<file path="src/rtl/synchronous_fifo_pkg.sv">
// synchronous_fifo_pkg: default sizing constants shared by the FIFO top and
// its storage sub-module.
package synchronous_fifo_pkg;

  localparam int SF_DATA_WIDTH = 8;
  localparam int SF_BUF_WIDTH  = 3;
  localparam int SF_DEPTH      = 1 << SF_BUF_WIDTH;

  // Number of entries addressable with an address of the given width.
  function automatic int depth_of(input int addr_width);
    return 1 << addr_width;
  endfunction

endpackage

</file>
<file path="src/rtl/synchronous_fifo_mem.sv">
// synchronous_fifo_mem: DEPTH x DATA_WIDTH storage with a synchronous write
// port and a registered read port. The array itself is never reset; only the
// read data register is cleared so the FIFO output starts at zero.
module synchronous_fifo_mem
  import synchronous_fifo_pkg::*;
#(
  parameter int DATA_WIDTH = SF_DATA_WIDTH,
  parameter int ADDR_WIDTH = SF_BUF_WIDTH
) (
  input  logic                  clk,
  input  logic                  rst,
  input  logic                  i_wr_en,
  input  logic [ADDR_WIDTH-1:0] i_wr_addr,
  input  logic [DATA_WIDTH-1:0] i_wr_data,
  input  logic                  i_rd_en,
  input  logic [ADDR_WIDTH-1:0] i_rd_addr,
  output logic [DATA_WIDTH-1:0] o_rd_data
);

  localparam int DEPTH = depth_of(ADDR_WIDTH);

  logic [DATA_WIDTH-1:0] r_mem [0:DEPTH-1];
  logic [DATA_WIDTH-1:0] r_rd_data;

  // Write port: store the incoming word when the controller accepts a write.
  always_ff @(posedge clk) begin
    if (i_wr_en) begin
      r_mem[i_wr_addr] <= i_wr_data;
    end
  end

  // Read port: register the addressed word on an accepted read, hold otherwise.
  always_ff @(posedge clk) begin
    if (rst) begin
      r_rd_data <= '0;
    end else if (i_rd_en) begin
      r_rd_data <= r_mem[i_rd_addr];
    end
  end

  assign o_rd_data = r_rd_data;

endmodule

</file>
<file path="src/rtl/synchronous_fifo.sv">
// synchronous_fifo: single-clock FIFO with occupancy counter and registered
// read data. Pointer and counter control live here; storage is in
// synchronous_fifo_mem.
// Optional feature macro: SYNCHRONOUS_FIFO_ERR_FLAGS_EN adds wr_err/rd_err,
// one-cycle pulses flagging a write rejected while full or a read rejected
// while empty.
module synchronous_fifo
  import synchronous_fifo_pkg::*;
#(
  parameter int DATA_WIDTH = SF_DATA_WIDTH,
  parameter int BUF_WIDTH  = SF_BUF_WIDTH
) (
  input  logic                  clk,
  input  logic                  rst,
  input  logic [DATA_WIDTH-1:0] buf_in,
  input  logic                  wr_en,
  input  logic                  rd_en,
  output logic [DATA_WIDTH-1:0] buf_out,
  output logic                  buf_empty,
  output logic                  buf_full,
  output logic [BUF_WIDTH:0]    fifo_counter
`ifdef SYNCHRONOUS_FIFO_ERR_FLAGS_EN
  ,
  output logic                  wr_err,
  output logic                  rd_err
`endif
);

  // Occupancy value meaning "full" (DEPTH), sized to the counter width.
  localparam logic [BUF_WIDTH:0] L_DEPTH = {1'b1, {BUF_WIDTH{1'b0}}};

  logic [BUF_WIDTH-1:0] r_wr_ptr;
  logic [BUF_WIDTH-1:0] r_rd_ptr;
  logic [BUF_WIDTH:0]   r_count;
  logic                 w_wr_acc;
  logic                 w_rd_acc;

  // Handshake: wr_en acts as a valid with !buf_full as its ready, and rd_en
  // as a request with !buf_empty as its ready. A request is accepted exactly
  // on a clk edge where both are high (and rst is low); a request not
  // accepted is dropped, never queued. Full and empty are mutually exclusive,
  // so a simultaneous write and read never target the same entry.
  assign w_wr_acc = wr_en && !buf_full;
  assign w_rd_acc = rd_en && !buf_empty;

  // Status flags follow the counter combinationally.
  assign buf_empty    = (r_count == '0);
  assign buf_full     = (r_count == L_DEPTH);
  assign fifo_counter = r_count;

  // Write pointer: advances on each accepted write, wrapping naturally.
  always_ff @(posedge clk) begin
    if (rst) begin
      r_wr_ptr <= '0;
    end else if (w_wr_acc) begin
      r_wr_ptr <= r_wr_ptr + 1'b1;
    end
  end

  // Read pointer: advances on each accepted read, wrapping naturally.
  always_ff @(posedge clk) begin
    if (rst) begin
      r_rd_ptr <= '0;
    end else if (w_rd_acc) begin
      r_rd_ptr <= r_rd_ptr + 1'b1;
    end
  end

  // Occupancy: +1 on a lone write, -1 on a lone read, unchanged on both.
  always_ff @(posedge clk) begin
    if (rst) begin
      r_count <= '0;
    end else if (w_wr_acc && !w_rd_acc) begin
      r_count <= r_count + 1'b1;
    end else if (w_rd_acc && !w_wr_acc) begin
      r_count <= r_count - 1'b1;
    end
  end

`ifdef SYNCHRONOUS_FIFO_ERR_FLAGS_EN
  logic r_wr_err;
  logic r_rd_err;

  // Error pulses: high for the single cycle after a rejected request.
  always_ff @(posedge clk) begin
    if (rst) begin
      r_wr_err <= 1'b0;
      r_rd_err <= 1'b0;
    end else begin
      r_wr_err <= wr_en && buf_full;
      r_rd_err <= rd_en && buf_empty;
    end
  end

  assign wr_err = r_wr_err;
  assign rd_err = r_rd_err;
`endif

  synchronous_fifo_mem #(
    .DATA_WIDTH (DATA_WIDTH),
    .ADDR_WIDTH (BUF_WIDTH)
  ) u_mem (
    .clk       (clk),
    .rst       (rst),
    .i_wr_en   (w_wr_acc),
    .i_wr_addr (r_wr_ptr),
    .i_wr_data (buf_in),
    .i_rd_en   (w_rd_acc),
    .i_rd_addr (r_rd_ptr),
    .o_rd_data (buf_out)
  );

endmodule

</file>
<file path="config.mk">
export PLATFORM = sky130hd
export DESIGN_NAME = synchronous_fifo
export DESIGN_NICKNAME = d
export VERILOG_FILES = /design/src/rtl/synchronous_fifo_pkg.sv /design/src/rtl/synchronous_fifo_mem.sv /design/src/rtl/synchronous_fifo.sv
export SDC_FILE = /design/constraint.sdc
export NUM_CORES = 1
export LEC_CHECK = 0
export BUFFER_PORTS_ARGS = -buffer_cell sky130_fd_sc_hd__buf_4
export CAP_MARGIN = 15
export CELL_PAD_IN_SITES_DETAIL_PLACEMENT = 1
export CELL_PAD_IN_SITES_GLOBAL_PLACEMENT = 1
export CORE_ASPECT_RATIO = 0.7
export CORE_MARGIN = 2
export CORE_UTILIZATION = 45
export CTS_BUF_LIST = sky130_fd_sc_hd__clkbuf_8
export CTS_CLUSTER_SIZE = 12
export DETAILED_ROUTE_END_ITERATION = 8
export GPL_ROUTABILITY_DRIVEN = 0
export PLACE_DENSITY = 0.68
export RECOVER_POWER = 100
export SLEW_MARGIN = 10
export SYNTH_ARGS = -nofsm -noshare
export SYNTH_HDL_FRONTEND = slang
export SYNTH_HIERARCHICAL = 1
export SYNTH_SLANG_ARGS = --single-unit
</file>
<file path="constraint.sdc">
create_clock -name clk -period 2.74 [get_ports clk]
set_input_delay 0.548 -clock clk [delete_from_list [all_inputs] [get_ports clk]]
set_output_delay 0.548 -clock clk [all_outputs]
set_load 0.01 [all_outputs]
</file>
# Word-level counts from Yosys, hierarchy flattened
# Memory sizes are Yosys's and may differ from the RTL's. A register that Yosys moved wholly into a read port is not among the register bits.
# Cells that the tools add are included.
# classes
n_mux	4
magnitude_cmp	0
eq_ne	1
multipliers	0
addsub	4
shifts	0
div_mod_pow	0
bitwise_logic	0
n_reduce_logical	10
# op_table
cell	count
4-bit two-way mux	2
3-bit by 1-bit adder with 3-bit output, second input constant	2
4-bit by 1-bit adder with 4-bit output, second input constant	1
4-bit == test, second input constant	1
1-bit logical AND	4
1-bit logical NOT	4
4-bit logical NOT	1
4-bit by 1-bit subtractor with 4-bit output, second input constant	1
1-bit two-way mux	2
2-bit nonzero test	1
# word_totals
reg_bits	10
latch_bits	0
out_inout_bits	14
rom_bits	0
elab_cells	23
ram_bits	64
n_memories	1
inputBits	12
# mem_list
name	depth	word_bits	rd	rd_ports_with_merged_regs	write_ports	line_no	source
u_mem.r_mem	8	8	1	1	1	synchronous_fifo_mem.sv:22	logic [DATA_WIDTH-1:0] r_mem [0:DEPTH-1];

# Longest topological paths before layout
# Gate-level depths: netlist of run 1.
# logic_depth
word_depth	7
depth_mapped	10
ltp_nobuf	10

# Hierarchy
# Netlist of run 1, hierarchy kept.
# modules_own_cells
mod	seq_area_each_um2	area_per_inst_um2	cells_per_inst	n_inst
synchronous_fifo_mem	2082.0	2812.7	162	1
synchronous_fifo	200.2	531.8	58	1

# Worst setup path before layout of run 1
# OpenSTA, ideal clock, no wires.
# synth_timing
path_kind	register to register
start	reg r_count[0] (netlist: fifo_counter[0])
end	reg r_count[3] (netlist: fifo_counter[3])
t_arrival_ns	2.415
t_required_ns	2.617
stages_incl_launch_ff	11
setup_time_ns	0.123
path_buffers	0
synth_period_minus_slack_ns	2.538
slack_ns	0.202
cell_sequence	dfxtp_1 or4b_4 nand2_2 inv_1 ha_1 inv_1 ha_1 a21oi_1 a211oi_1 a31oi_1 mux2_1
# synth_between
elab_chain_cells	6
elab_cells_between_ends	15
cone_classes	add/sub: 2; eq/ne: 1; mux: 2; reduce/logical: 10
# synth_rtl
element	line_no	source
from (decl)	synchronous_fifo.sv:34	logic [BUF_WIDTH:0] r_count;
from (signal assigned)	synchronous_fifo.sv:74	r_count <= r_count + 1'b1;
from (signal assigned)	synchronous_fifo.sv:76	r_count <= r_count - 1'b1;
4-bit == test *	synchronous_fifo.sv:48	assign buf_full = (r_count == L_DEPTH);
1-bit logical NOT *	synchronous_fifo.sv:43	assign w_wr_acc = wr_en && !buf_full;
1-bit logical AND *	synchronous_fifo.sv:43	
via w_wr_acc	synchronous_fifo.sv:35	logic w_wr_acc;
1-bit logical NOT	synchronous_fifo.sv:75	end else if (w_rd_acc && !w_wr_acc) begin
1-bit logical AND	synchronous_fifo.sv:75	
2-bit nonzero test (no source line)	-	
# Mark *: on every way through the listed nets, which the timed path passes. The rest lies on a longest branch. The select of a mux whose other input is x is not followed.
# A chain may end at the register's enable or synchronous reset.

# Worst setup path after layout of run 1
# layout_timing
start	reg r_count[2] (netlist: fifo_counter[2])
end	reg r_count[3] (netlist: fifo_counter[3])
# Same word-level chain as after synthesis.

==> results.cfg, run 1 <==
[outcome]
status = completed

[yosys]
yosysSeqAreaShare_pct = 68.24
netlist_top_cells_area = edfxtp_1 57%, dfxtp_1 11%, mux2_2 5.4%, mux2i_1 5.1%, nor2_1 2.8%
ys_ff_latch = 82
synth.top_cell.area_share_pct = 57.46
synthArstFlopShare_pct = 0
synth_cell_types = 34
synth_fp_nets = 238
synth_edf_count = 64
ys_warn_count = 6
synthTopCellsByCount = 64 x edfxtp_1, 25 x nor2_1, 18 x dfxtp_1, 17 x mux2i_1, 16 x mux2_2
syn_inst = 220
synth_ff_type = edfxtp_1
syn_area_per_cell_sq_um = 15.20
synth_largest_area_cell = edfxtp_1
synthesis.area_sq_um = 3344
yosysMostFrequentCell = edfxtp_1

[timing]
holdWs_ns = 0.4963
tns_ns = 0
hold_viol_final = 0
min_period_over_period_pct = 93.93
drv_slew = 0
fmax_mhz = 388.5
rsz0062_at_grt = no
layout_min_cycle_time_ns = 2.574
setup_slack_ns = 0.1662
relSlewSlack_pct = 45.81
setup_viol = 0
worst_slew_pin_slew_ns = 0.8099
finClkSkew_ns = 0.01027

[pwr]
p_leak_nw = 1.267
clock_power_share_pct = 26.2
p_int_w = 0.002454
netSwitchingPower_w = 0.001069
comb_power_share_pct = 29.5
ir_worst_vdd_v = 0.0006212
p_per_area_nw_per_um2 = 935.2
switching_share_pct = 30.34
pwr-share-seq_pct = 44.3

[setup_path]
rr_endpoint = fifo_counter[3]
critPathSlowestCell = or4b_4
cp_data_required_time_ns = 2.96
reg2reg_from = fifo_counter[2]
crit_type = reg2reg
crit_fanout = 4
crit_buf_inv = 2
endpoint_kind = flip-flop
arrival_ns = 2.79
cp-start-kind = flip-flop
crit_path_cell_trace = or4b_4 -> nand2_2 -> inv_1 -> ha_1 -> inv_2 -> ha_1 -> a21oi_2 -> a211oi_1 -> a31oi_1 -> mux2_1
r2r_slack_ns = 0.17
worst_path_most_repeated_cell = ha_1
r2r_cells = 10
path_delay_family = simple AND/OR/NAND/NOR gates
critPathMaxStageDelay_ns = 0.57

[cts]
clock_latency_ns = 0.33
cts-root-buf = clkbuf_8
cts_setup_buffers = 0
cts_num_sinks = 82
h-tree-depth = 3
clock_tree.buffer_depth = 2
clkSlewWorstSetupHoldPaths_ns = 0.08
hold_buffers = 0
cts_tree = built
numCtsBuffers = 9

[detailed_routing]
drc = 0
initialDrtViolationCount = 126
vias_per_cell = 5.158
drtPass1Iterations = 4
detail_route.wirelength_mm = 6.561
vias = 1857
wl_per_cell_microns = 18.23
drtAntennaViolNets = 0

[place]
port-buffer-count = 25
dpl.hpwl_mm = 4.514
numPlacedInstances = 344
place_ws_ns = 0.06021

[cells_and_area]
fillCellCount = 737
drive_above_1_share_pct = 17.94
finalNetCount = 275
num_antenna_cells = 0
area_delta_synth_final_pct = 12.64
final_cells = 360

[global_route]
grt_max_degree = 35
grt_first_pass_wirelength_mm = 10.27
overflow = 0
grtUsageTotal_pct = 17.25
antenna_found_initial = 0
grt_pass1_vias = 1935

[hold_path]
whs_path_depth = 2
hold-path-endpoint = u_mem/o_rd_data[1]
hold_class = reg2reg
hold_start = u_mem/o_rd_data[1]

[floorplan]
start_util_pct = 46.10
fp.dieArea_sq_um = 8149
die_x_microns = 107.0
core-area_sq_um = 7254
rows = 26
die-height_microns = 76.13
pin_count = 26

[flow_run]
cap_violations = 0
## worst max-delay path by stage
stage	end	cells past startpoint	start	slack (ns)
global route	fifo_counter[3]	10	fifo_counter[2]	0.02
finish	fifo_counter[3]	10	fifo_counter[2]	0.17
CTS	fifo_counter[3]	10	fifo_counter[3]	0.04
detailed placement	fifo_counter[3]	10	fifo_counter[3]	0.06
global placement	fifo_counter[3]	10	fifo_counter[3]	0.16
floorplan	fifo_counter[3]	10	fifo_counter[0]	0.20
## worst min-delay path, delay by kind of cell, from the launching register on
family           cells  cell delay, ns
AND/OR/NAND/NOR      1            0.08
flip-flops           1            0.32
AO/OA/AOI/OAI        1            0.05
## flip-flops by register name (all words and copies together), names as in the netlist
| register | flops |
|---|---|
| r_wr_ptr | 3 |
| fifo_counter | 4 |
| u_mem/r_mem | 64 |
| u_mem/o_rd_data | 8 |
| r_rd_ptr | 3 |
## power groups by stage
stage | registers, W | clock network, W | logic, W
finish | 0.00156 | 0.000923 | 0.00104
detailed placement | 0.00159 | 0 | 0.00112
global placement | 0.00158 | 0 | 0.00109
CTS | 0.00156 | 0.000942 | 0.00113
floorplan | 0.00163 | 0 | 0.000786
global route | 0.00158 | 0.000995 | 0.00115
## layout make-up
type,count,area (sq um),area share (%)
clock buffer,9,123.9,3.288
clock inverter,7,93.84,2.491
inverter,4,15.01,0.3985
multi-input combinational,123,959.7,25.47
sequential,82,2283,60.61
tap,98,122.6,3.255
timing repair buffer,37,168.9,4.484
## layer usage
layer | track usage, % | up-vias | routed length [microns]
li1 | - | 907 | -
met1 | 24.79 | 906 | 3216
met2 | 26.77 | 42 | 3043
met3 | 4.106 | 2 | 282
met4 | 3.896 | 0 | 19
met5 | 0 | - | 0
## logic make-up (layout without fill, tap and decap cells)
family / after synthesis / count (layout) / share of synthesized area (%)
muxes: 34 / 34 / 10.81
DFF: 82 / 82 / 68.24
adders and majority gates: 6 / 6 / 2.469
xor gates and xnor gates: 6 / 6 / 1.571
buffers and inverters: 15 / 57 / 3.105
and+or+nand+nor: 47 / 47 / 6.696
AOI/OAI and AO/OA: 30 / 30 / 7.108
## per-stage QoR
step	area [sq um]	power (W)	util (%)
finish	3767	0.003523	51.93
global route	3767	0.003726	51.93
CTS	3874	0.003632	53.40
detailed placement	3656	0.002710	50.40
global placement	3656	0.002673	50.40
floorplan	3344	0.002419	-
## cell usage in the layout (no fill, tap or decap), types with 4 or more instances in the layout
cell,synthesis,layout
mux2i_1,17,17
inv_1,3,4
nand2_1,7,7
mux2_2,16,16
ha_1,5,5
nor2_1,25,25
dfxtp_1,18,17
edfxtp_1,64,64
clkbuf_8,0,9
buf_4,0,8
a221o_1,7,7
a211oi_1,7,7
clkbuf_1,4,29
xor2_1,4,4
nand2b_1,4,5
o22ai_1,7,7
## timing repair
item                       in CTS  in global routing
hold endpoints to repair        0                  0
resized for setup               0                  3
setup endpoints to repair       0                  1
Note: power is estimated with default switching activity, not from simulation.
==> run 2, diff against run 1 <==
--- a/config.mk
+++ b/config.mk
@@ -5,7 +5,7 @@
 export SDC_FILE = /design/constraint.sdc
 export NUM_CORES = 1
 export LEC_CHECK = 0
-export BUFFER_PORTS_ARGS = -buffer_cell sky130_fd_sc_hd__buf_4
+export BUFFER_PORTS_ARGS = -buffer_cell sky130_fd_sc_hd__clkbuf_2
 export CAP_MARGIN = 15
 export CELL_PAD_IN_SITES_DETAIL_PLACEMENT = 1
 export CELL_PAD_IN_SITES_GLOBAL_PLACEMENT = 1
==> run 2 against run 1 <==
Net effect: setup slack worse by 0.017 ns; worst hold slack worse by 0.0092 ns; total power is 0.25% lower; count of clock-buffer cells in the layout stayed put; global-route usage is 0.27 points lower; wire length is 0.87% lower; combinational power hardly changed; critical path type unchanged; via count is 0.27% lower; clock skew is 0.0049 ns higher; utilization is 0.38 points lower; critical path depth stayed put; maximum frequency is 0.65% lower.
==> results.cfg, run 2 (synthesized netlist as in run 1, its figures left out) <==
[detailed_routing]
initialDrtViolationCount = 62
vias = 1852
wl_per_cell_microns = 18.12
vias_per_cell = 5.159
drtAntennaViolNets = 0
detail_route.wirelength_mm = 6.504
drtPass1Iterations = 4
drc = 0

[pwr]
netSwitchingPower_w = 0.001075
comb_power_share_pct = 28.8
p_int_w = 0.002440
p_per_area_nw_per_um2 = 939.7
ir_worst_vdd_v = 0.0006187
clock_power_share_pct = 26.7
p_leak_nw = 1.254
switching_share_pct = 30.58
total_power_w = 0.003514
pwr-share-seq_pct = 44.6

[setup_path]
cp-start-kind = flip-flop
r2r_slack_ns = 0.15
crit_fanout = 5
cp_data_required_time_ns = 2.99
path_delay_family = simple AND/OR/NAND/NOR gates
critPathMaxStageDelay_ns = 0.58
reg2reg_from = fifo_counter[2]
arrival_ns = 2.84
worst_path_most_repeated_cell = ha_1
critPathSlowestCell = or4b_4
crit_type = reg2reg
rr_endpoint = fifo_counter[3]
crit_buf_inv = 2
crit_path_cell_trace = or4b_4 -> nand2_2 -> inv_1 -> ha_1 -> inv_2 -> ha_1 -> a21oi_2 -> a211oi_1 -> a31oi_1 -> mux2_1
r2r_cells = 10
endpoint_kind = flip-flop

[place]
dpl.hpwl_mm = 4.270
port-buffer-count = 25
numPlacedInstances = 343
postPlaceCellArea_sq_um = 3586

[cts]
hold_buffers = 0
cts_setup_buffers = 0
clock_tree.buffer_depth = 2
cts-root-buf = clkbuf_8
postCtsResizedCells = 0
clkSlewWorstSetupHoldPaths_ns = 0.09
cts_tree = built
clock_latency_ns = 0.35
cts_num_sinks = 82
h-tree-depth = 3
numCtsBuffers = 9

[global_route]
grt_first_pass_wirelength_mm = 10.05
grt_max_degree = 35
overflow = 0
antenna_found_initial = 0
grt_pass1_vias = 1827
grtUsageTotal_pct = 16.98

[timing]
setup_viol = 0
drv_slew = 0
layout_min_cycle_time_ns = 2.591
hold_viol_final = 0
worst_slew_pin_slew_ns = 0.8364
finClkSkew_ns = 0.01521
fmax_mhz = 386.0
rsz0062_at_grt = no
tns_ns = 0
relSlewSlack_pct = 43.81
min_period_over_period_pct = 94.55

[hold_path]
hold_class = reg2reg
hold_start = u_mem/o_rd_data[3]
whs_path_depth = 2
hold-path-endpoint = u_mem/o_rd_data[3]

[floorplan]
fp.dieArea_sq_um = 8149
pin_count = 26
start_util_pct = 46.10
die-height_microns = 76.13
core-area_sq_um = 7254
die_x_microns = 107.0
rows = 26

[cells_and_area]
stdcell_area_sq_um = 3740
post-route-util_pct = 51.55
drive_above_1_share_pct = 18.39
final_cell_mix = 64 x edfxtp_1, 28 x clkbuf_1, 25 x nor2_1
largest_reg_flops = 64
final_common_cell = edfxtp_1
num_antenna_cells = 0
finalNetCount = 274
regMostFlops = u_mem/r_mem
final_cells = 359
area_delta_synth_final_pct = 11.82

[outcome]
status = completed

[flow_run]
cap_violations = 0
[run 2: cell count changes in the layout (fill, tap and decap cells not counted), sizes merged]
cell      change
buf           -6
clkbuf        +5
clkinv        -2
clkinvlp      +2
[run 2: power groups by stage]
stage	combinational, W	clock, W	sequential (W)
final	0.00101	0.000937	0.00157
after global routing	0.00112	0.00100	0.00158
after CTS	0.00106	0.000964	0.00157
after detailed placement	0.00105	0	0.00160
after global placement	0.00104	0	0.00158
after floorplan	0.000786	0	0.00163
[run 2: metrics by stage]
step	hold slack, ns	worst slack [ns]
floorplan	0.4814	0.2017
global placement	0.4741	0.1199
detailed placement	0.4815	0.03227
CTS	0.4543	0.03024
global route	0.5007	0.01136
finish	0.4871	0.1493
[run 2: cell type report]
| class | count | area, sq um |
|---|---|---|
| fillers | 750 | 3515 |
| flip-flops and latches | 82 | 2285 |
| multi-input cells | 123 | 950.9 |
| repair buffers | 36 | 150.1 |
| clock buffers | 9 | 123.9 |
| well taps | 98 | 122.6 |
| clock inverters | 7 | 92.59 |
| inverters | 4 | 15.01 |
[run 2: worst max-delay path by stage]
stage                    start               to  slack (ns)  depth (start not counted)
2_1_floorplan  fifo_counter[0]  fifo_counter[3]        0.20                         10
3_3_place_gp   fifo_counter[2]  fifo_counter[3]        0.12                         10
3_5_place_dp   fifo_counter[2]  fifo_counter[3]        0.03                         10
4_1_cts        fifo_counter[2]  fifo_counter[3]        0.03                         10
5_1_grt        fifo_counter[2]  fifo_counter[3]        0.01                         10
6_report       fifo_counter[2]  fifo_counter[3]        0.15                         10
[run 2: metal layers]
layer / track usage, % / share of wire [%]
met5: 0 / 0
met4: 5.455 / 1.2
met3: 4.876 / 4.4
met2: 25.00 / 44
met1: 24.35 / 50
[run 2: tightest hold or removal path: cells and delay by family (launching register included)]
family / cells / cell delay (ns)
AOI/OAI and AO/OA: 1 / 0.05
and+or+nand+nor: 1 / 0.08
DFF: 1 / 0.31
==> run 3, diff against run 2 <==
==> constraint.sdc (replaced) <==
create_clock -name clk -period 2.74 [get_ports clk]
set_input_delay 0.822 -clock clk [delete_from_list [all_inputs] [get_ports clk]]
set_output_delay 0.822 -clock clk [all_outputs]
set_load 0.01 [all_outputs]
==> run 3 against run 2 <==
Net effect: total power fell by 3.1%; count of clock-buffer cells in the layout did not move; global-route usage rose by 0.83 points; register-to-register slack gained 0.03 ns; flip-flop and latch count is the same; die area stayed put; highest routed layer unchanged; wire length is 2.1% higher; maximum frequency is 1.3% higher; clock skew is 0.0067 ns lower; critical path depth unchanged; final cell count up 0.56%; setup slack better by 0.034 ns.
==> results.cfg, run 3 (synthesized netlist as in run 1, its figures left out) <==
[outcome]
status = completed

[setup_path]
endpoint_kind = flip-flop
crit_fanout = 4
rr_endpoint = fifo_counter[3]
cp-start-kind = flip-flop
crit_type = reg2reg
reg2reg_from = fifo_counter[2]
r2r_slack_ns = 0.18
r2r_cells = 10
arrival_ns = 2.80
cp_data_required_time_ns = 2.98

[global_route]
grt_first_pass_wirelength_mm = 10.45
grtUsageTotal_pct = 17.80
antenna_found_initial = 0
overflow = 0
grt_pass1_vias = 1926
grt_max_degree = 35

[place]
dpl.hpwl_mm = 4.395
port-buffer-count = 25

[cells_and_area]
regMostFlops = u_mem/r_mem
finalNetCount = 276
drive_above_1_share_pct = 18.25
post-route-util_pct = 51.29
num_antenna_cells = 0
area_delta_synth_final_pct = 11.26
final_cell_mix = 64 x edfxtp_1, 30 x clkbuf_1, 25 x nor2_1
final_common_cell = edfxtp_1
largest_reg_flops = 64

[pwr]
p_leak_nw = 1.241
p_per_area_nw_per_um2 = 915.3
total_power_w = 0.003406
ir_worst_vdd_v = 0.0006919

[cts]
clock_tree.buffer_depth = 2
hold_buffers = 0
clkSlewWorstSetupHoldPaths_ns = 0.09
h-tree-depth = 3
cts_tree = built
postCtsResizedCells = 0
numCtsBuffers = 9
cts_num_sinks = 82
clock_latency_ns = 0.35
cts_setup_buffers = 0
cts-root-buf = clkbuf_8

[timing]
drv_slew = 0
finClkSkew_ns = 0.008542
relSlewSlack_pct = 45.31
min_period_over_period_pct = 93.30
layout_min_cycle_time_ns = 2.556
worst_slew_pin_slew_ns = 0.8187
fmax_mhz = 391.2
rsz0062_at_grt = no
hold_viol_final = 0
setup_viol = 0

[floorplan]
core-area_sq_um = 7254
fp.dieArea_sq_um = 8149
die_x_microns = 107.0
rows = 26
start_util_pct = 46.10
die-height_microns = 76.13
pin_count = 26

[detailed_routing]
detail_route.wirelength_mm = 6.642
vias_per_cell = 5.288
drtAntennaViolNets = 0
drc = 0
initialDrtViolationCount = 70
wl_per_cell_microns = 18.40
drtPass1Iterations = 4
vias = 1909

[hold_path]
hold_class = reg2reg
whs_path_depth = 2
hold_start = u_mem/o_rd_data[1]
hold-path-endpoint = u_mem/o_rd_data[1]

[flow_run]
cap_violations = 0
run 3: changes by cell type in the layout (fill, tap and decap cells not counted), moves of 2 or more:
| cell | delta |
|---|---|
| dfxtp_2 | -2 |
| dfxtp_1 | +2 |
| clkinv_4 | +3 |
| clkbuf_1 | +2 |
| bufinv_16 | -2 |
run 3: worst max path at each step:
stage	startpoint	endpoint	slack, ns	cells after the start
finish	fifo_counter[2]	fifo_counter[3]	0.18	10
global route	fifo_counter[3]	fifo_counter[3]	0.02	10
CTS	fifo_counter[2]	fifo_counter[3]	0.03	10
detailed placement	wr_en	fifo_counter[3]	-0.01	10
global placement	wr_en	fifo_counter[3]	0.15	10
floorplan	fifo_counter[0]	fifo_counter[3]	0.20	10
run 3: per-stage QoR:
stage / cells / TNS [ns] / setup slack [ns] / area, sq um / hold WS (ns)
floorplan: 220 / 0 / 0.2017 / 3344 / 0.4814
global placement: 345 / 0 / 0.1515 / 3601 / 0.4734
detailed placement: 345 / -0.01236 / -0.01236 / 3601 / 0.4818
CTS: 361 / 0 / 0.03255 / 3787 / 0.4946
global route: 361 / 0 / 0.02087 / 3721 / 0.5230
finish: 361 / 0 / 0.1836 / 3721 / 0.4919
run 3: layer usage:
metal / global-route usage (%) / wire length [microns]
met5: 0 / 0
met4: 5.455 / 67
met3: 5.047 / 260
met2: 27.15 / 3165
met1: 24.83 / 3149
run 3: where the power goes:
part           internal, W  leakage, nW  switching (W)
sequential         0.00149        0.729      0.0000654
combinational     0.000450        0.419       0.000602
clock             0.000346       0.0923       0.000454
total              0.00228         1.24        0.00112
run 3: cell type report:
class / count / area [sq um]
flip-flops and latches: 82 / 2282
multi-input cells: 123 / 957.2
clock inverters: 7 / 62.56
well taps: 98 / 122.6
repair buffers: 38 / 157.7
inverters: 4 / 15.01
fillers: 754 / 3533
clock buffers: 9 / 123.9
run 3: critical path: stages (launching register included):
cell and delay (ns):
dfxtp_1 0.32, or4b_4 0.57, nand2_2 0.12, inv_1 0.09
ha_2 0.21, inv_2 0.09, ha_1 0.29, a21oi_2 0.18
a211oi_1 0.09, a31oi_1 0.17, mux2_1 0.33
